**src/rtl/i2s_tx.sv**
```systemverilog
// i2s_tx: I2S transmitter driven by codec-mastered BCLK/LRCLK.
// One-deep hold buffer feeds an MSB-first serializer on dacdat.
module i2s_tx #(
  parameter int K    = 24,
  parameter int SYNC = 2
) (
  input  logic         clk,
  input  logic         rst,
  input  logic         ena,
  input  logic         bclk,
  input  logic         lrclk,
  input  logic [K-1:0] left_in,
  input  logic [K-1:0] right_in,
  input  logic         sample_valid,
  output logic         sample_ready,
  output logic         dacdat,
  output logic         next_lrclk_fall,
  output logic         underrun
);

  localparam int CW = $clog2(K + 1);

  typedef enum logic [1:0] {
    IDLE,
    LEFT,
    RIGHT
  } state_e;

  state_e state_q, state_d;

  logic [SYNC-1:0] bclk_s_q, lrclk_s_q;
  logic            bclk_e_q, lrclk_e_q;
  logic            bf, lf, lr;

  logic [K-1:0] hold_l_q, hold_l_d;
  logic [K-1:0] hold_r_q, hold_r_d;
  logic [K-1:0] act_l_q, act_l_d;
  logic [K-1:0] act_r_q, act_r_d;
  logic [K-1:0] sh_q, sh_d;
  logic [CW-1:0] cnt_q, cnt_d;
  logic         hold_full_q, hold_full_d;
  logic         dac_q, dac_d;
  logic         und_q, und_d;
  logic         nlf_q, nlf_d;
  logic         accept;
  logic         shift_en;

  assign bf = bclk_e_q & ~bclk_s_q[SYNC-1];
  assign lf = lrclk_e_q & ~lrclk_s_q[SYNC-1];
  assign lr = ~lrclk_e_q & lrclk_s_q[SYNC-1];

  assign sample_ready    = ~hold_full_q;
  assign dacdat          = dac_q;
  assign next_lrclk_fall = nlf_q;
  assign underrun        = und_q;

  // Resynchronize codec clocks, one extra stage for edge detection
  always_ff @(posedge clk or negedge rst) begin
    if (!rst) begin
      bclk_s_q  <= '0;
      lrclk_s_q <= '0;
      bclk_e_q  <= 1'b0;
      lrclk_e_q <= 1'b0;
    end else begin
      bclk_s_q  <= (bclk_s_q << 1) | SYNC'(bclk);
      lrclk_s_q <= (lrclk_s_q << 1) | SYNC'(lrclk);
      bclk_e_q  <= bclk_s_q[SYNC-1];
      lrclk_e_q <= lrclk_s_q[SYNC-1];
    end
  end

  // Hold buffer handshake, frame-start transfer and pulses
  always_comb begin
    hold_l_d    = hold_l_q;
    hold_r_d    = hold_r_q;
    hold_full_d = hold_full_q;
    act_l_d     = act_l_q;
    act_r_d     = act_r_q;
    und_d       = 1'b0;
    nlf_d       = lf;
    accept      = sample_valid & ~hold_full_q;
    if (lf) begin
      if (hold_full_q) begin
        act_l_d     = hold_l_q;
        act_r_d     = hold_r_q;
        hold_full_d = 1'b0;
      end else begin
        und_d = (state_q != IDLE);
      end
    end
    if (accept) begin
      hold_l_d    = left_in;
      hold_r_d    = right_in;
      hold_full_d = 1'b1;
    end
  end

  // Slot sequencing and serializer
  always_comb begin
    state_d  = state_q;
    sh_d     = sh_q;
    cnt_d    = cnt_q;
    dac_d    = dac_q;
    shift_en = 1'b0;
    unique case (state_q)
      IDLE: begin
        dac_d = 1'b0;
        if (lf) begin
          state_d = LEFT;
          sh_d    = hold_full_q ? hold_l_q : act_l_q;
          cnt_d   = '0;
        end
      end
      LEFT: begin
        if (lr) begin
          state_d = RIGHT;
          sh_d    = act_r_q;
          cnt_d   = '0;
        end else begin
          shift_en = bf;
        end
      end
      RIGHT: begin
        if (lf) begin
          state_d = LEFT;
          sh_d    = hold_full_q ? hold_l_q : act_l_q;
          cnt_d   = '0;
        end else begin
          shift_en = bf;
        end
      end
      default: state_d = IDLE;
    endcase
    if (shift_en) begin
      if (cnt_q < CW'(K)) begin
        dac_d = sh_q[K-1];
        sh_d  = sh_q << 1;
        cnt_d = cnt_q + CW'(1);
      end else begin
        dac_d = 1'b0;
      end
    end
    if (!ena) begin
      state_d = IDLE;
      dac_d   = 1'b0;
    end
  end

  // FSM state register
  always_ff @(posedge clk or negedge rst) begin
    if (!rst) state_q <= IDLE;
    else      state_q <= state_d;
  end

  // Datapath and output registers
  always_ff @(posedge clk or negedge rst) begin
    if (!rst) begin
      hold_l_q    <= '0;
      hold_r_q    <= '0;
      act_l_q     <= '0;
      act_r_q     <= '0;
      sh_q        <= '0;
      cnt_q       <= '0;
      hold_full_q <= 1'b0;
      dac_q       <= 1'b0;
      und_q       <= 1'b0;
      nlf_q       <= 1'b0;
    end else begin
      hold_l_q    <= hold_l_d;
      hold_r_q    <= hold_r_d;
      act_l_q     <= act_l_d;
      act_r_q     <= act_r_d;
      sh_q        <= sh_d;
      cnt_q       <= cnt_d;
      hold_full_q <= hold_full_d;
      dac_q       <= dac_d;
      und_q       <= und_d;
      nlf_q       <= nlf_d;
    end
  end

endmodule
```
**config.mk**
```make
export PLATFORM = sky130hd
export DESIGN_NAME = i2s_tx
export DESIGN_NICKNAME = d
export VERILOG_FILES = /design/src/rtl/i2s_tx.sv
export SDC_FILE = /design/constraint.sdc
export NUM_CORES = 1
export LEC_CHECK = 0
export CORE_MARGIN = 2
export CORE_UTILIZATION = 55
export CTS_CLUSTER_DIAMETER = 50
export DETAILED_ROUTE_END_ITERATION = 12
export GPL_ROUTABILITY_DRIVEN = 0
export PLACE_DENSITY = 0.79
export SETUP_SLACK_MARGIN = 0.1
export SYNTH_ARGS = -nofsm -noshare
export SYNTH_HDL_FRONTEND = slang
export SYNTH_SLANG_ARGS = --single-unit
```
**constraint.sdc**
```tcl
create_clock -name clk -period 3.35 [get_ports clk]
set_input_delay 1.005 -clock clk [delete_from_list [all_inputs] [get_ports clk]]
set_output_delay 1.005 -clock clk [all_outputs]
set_load 0.01 [all_outputs]
```
==> key figures <==
Status
  – Outcome: completed

Synth
  – Synth top area cells: dfrtp_1 (57%), mux2_2 (18%), a2bb2oi_1 (7.0%), mux2i_1 (4.0%), a21oi_1 (2.1%)
  – Synthesis Warnings: 0
  – Yosys top cell area share: a little under three fifths
  – Synth Net Count: 501
  – Sequential area share after synthesis: between 50% and 60%
  – Synthesized flop and latch total: ~140
  – Syn Inst Count: approximately 440
  – Area leader, netlist: dfrtp_1
  – Syn_area_per_cell: ~14 um^2
  – Synth unique cells: 40
  – Synthesized area: ~6000 um^2

Power and ir drop
  – Static Leak: between 3 and 4 nW
  – Clock Power Share: between 30% and 40%
  – Pwr Density: ~720 nW/um^2
  – Net Sw Power: about 1.4 mW
  – Overall Power: 5.26 mW
  – Maximum vdd drop: between 0.0004 and 0.0005 V
  – Internal power: between 3 and 4 mW
  – Comb pwr share: between 10% and 20%
  – Seq pwr share: roughly 47%
  – Switch share: 25.7%

Setup path
  – WP data arrival: around 1.8 ns
  – Worst-path fanout max: 17
  – Crit. End Element: primary output
  – Reg2Reg Setup Slack: approximately 0.87 ns
  – CP startpoint: hold_full_q
  – Crit path launch type: flop
  – R2r endpoint: sh_q[23]
  – WP data required: ~2.3 ns
  – Worst Reg-to-Reg Cells: 7
  – Critical path type: flop to primary output
  – R2R Path Start: state_q[0]

Cells and area
  – Util after Layout: about 68%
  – Final nets: 560
  – Fillcell total: about 800
  – FF+latch area: 3430 um^2
  – Number of diodes: 0
  – Non-filler cells, final: approximately 650
  – Share of layout cells above drive strength 1: 29.4%
  – Area of the multi-input gates: approximately 2400 um^2
  – Area growth, synth to finish: 21.5%
  – Most frequent cells in the layout: dfrtp_1 (137), mux2_2 (96), clkdlybuf4s50_1 (56)
  – Most common cell after layout, fill and taps aside: dfrtp_1
  – Design area: slightly above 7000 um^2

Placed design
  – Port Buffer Count: 57
  – Detailed Place HPWL: between 7000 and 8000 um
  – DP Cell Count: 621
  – DP Worst Slack: 0.874 ns
  – Area post-placement: around 6700 um^2

Routing
  – Final ANT Viol Nets: 0
  – Vias per inst: ~5.7
  – DR pass1 iterations: 4
  – Iteration-0 DRC count of the detailed router: approximately 130
  – Routed vias: 3722
  – DR DRC count: 0
  – Post-Route WL: approximately 11000 um
  – Avg WL per Cell: roughly 17 um

Clocking
  – Hold_buf cts: 0
  – Root buf cell: clkbuf_8
  – Clk_lat worst skew: between 0.5 and 0.6 ns
  – Clock-pin slew on the worst setup and hold paths: around 0.060 ns
  – Post-CTS resize count: 0
  – Number of buffers created by CTS: 17
  – CTS tree: yes
  – Clock buffer depth: 2
  – Post-CTS setup buffer count: 0
  – H-tree Lvls: 4
  – Clock Sinks: roughly 140

STA
  – Fin crit period: ~2.8 ns
  – Final Slew Violations: 0
  – Tcrit/Tclk final: around 82%
  – Fin. Hold Viols: 0
  – Worst Slack Setup Final: 0.595 ns
  – Clock Skew: 0.0158 ns
  – Setup TNS: 0 ns
  – Final hold slack: approximately 0.35 ns
  – F_max: 363 MHz
  – Slew HR: a little over two fifths
  – RSZ-0062 raised after global routing: false
  – Worst-margin pin slew: roughly 0.87 ns
  – Final setup vio count: 0

Die
  – Core area: approximately 11000 um^2
  – Die area: roughly 12000 um^2
  – Initial core utilization: a little under three fifths
  – # IOs: 58
  – Row count: 38
  – Die span in y: roughly 110 um
  – Die W: roughly 110 um

Run
  – Max Cap Viol: 0

Global route
  – GRT overflow: 0
  – First-pass GRT wire length: 19100 um
  – Largest net degree at the start of global routing: 72
  – GR Util All Layers: a little over a fifth
  – Initial antenna violation count: 0
  – Number of global-route vias before repair: 3911

Min path
  – Worst hold stages: 0
  – HP Class: flop to flop
  – Hold Startpoint: bclk_s_q[0]
  – Hold Path End: bclk_s_q[1]
## worst max path at each step
| stage | to | slack (ns) |
|---|---|---|
| floorplan | hold_l_q[21] | 1.27 |
| global placement | hold_l_q[2] | 0.94 |
| detailed placement | hold_r_q[13] | 0.87 |
| CTS | sample_ready | 0.57 |
| global route | sample_ready | 0.51 |
| finish | sample_ready | 0.59 |
## critical path: stages (launching register included)
cell and delay, ns:
dfrtp_1 0.37, buf_4 0.24, inv_1 0.08, clkdlybuf4s50_1 0.53
## metal layers
layer | track usage, % | part of all wire, % | vias up
li1 | - | - | 1737
met1 | 27.1 | 45 | 1904
met2 | 34.9 | 50 | 66
met3 | 5.85 | 3.3 | 15
met4 | 7.78 | 1.6 | 0
met5 | 0 | 0 | -
## layout make-up
cell class | count | area share [%]
clock buffer | 18 | 5.74
clock inverter | 14 | 2.39
inverter | 5 | 0.258
multi-input combinational | 270 | 32.7
sequential | 137 | 47.1
tap | 140 | 2.41
timing repair buffer | 69 | 9.44
## power groups by stage
stage | registers (mW) | clock network, mW | logic (mW)
final | 2.49 | 1.84 | 0.932
after global routing | 2.56 | 1.96 | 1.03
after CTS | 2.49 | 1.87 | 0.942
after detailed placement | 2.50 | 0 | 0.931
after global placement | 2.47 | 0 | 0.886
after floorplan | 2.39 | 0 | 0.730
## cell families after synthesis
| logic type | Yosys count | share of synthesized area [%] |
|---|---|---|
| flip-flops | 137 | 57.3 |
| buffers and inverters | 34 | 3.34 |
| adder cells (fa/ha/maj) | 6 | 1.25 |
| AND/OR/NAND/NOR | 51 | 4.47 |
| AO/OA/AOI/OAI | 93 | 11.6 |
| multiplexers | 120 | 22.1 |
## synth_stat cells (all sizes together)
library cell,count
or3b,1
nand4,1
mux2,96
a21oi,27
nand2b,2
inv,5
nand2,4
a2111oi,1
a211oi,1
mux2i,24
nor3b,4
a2bb2oi,48
a32o,1
clkbuf,4
nor2b,2
nand3,4
o22ai,1
dfrtp,137
buf,25
a311o,1
a2111o,1
nor3,1
a21boi,3
o21ai,7
nor2,27
nand3b,3
ha,6
and2b,1
o21a,1
and2,1
o21bai,1
## flip-flops by register name (all words and copies together) (netlist names), 2 cells and up
register	count
hold_l_q	24
hold_r_q	24
sh_q	24
state_q	2
act_l_q	24
act_r_q	24
bclk_s_q	2
lrclk_s_q	2
cnt_q	5
Note: power is estimated with default switching activity, not from simulation.
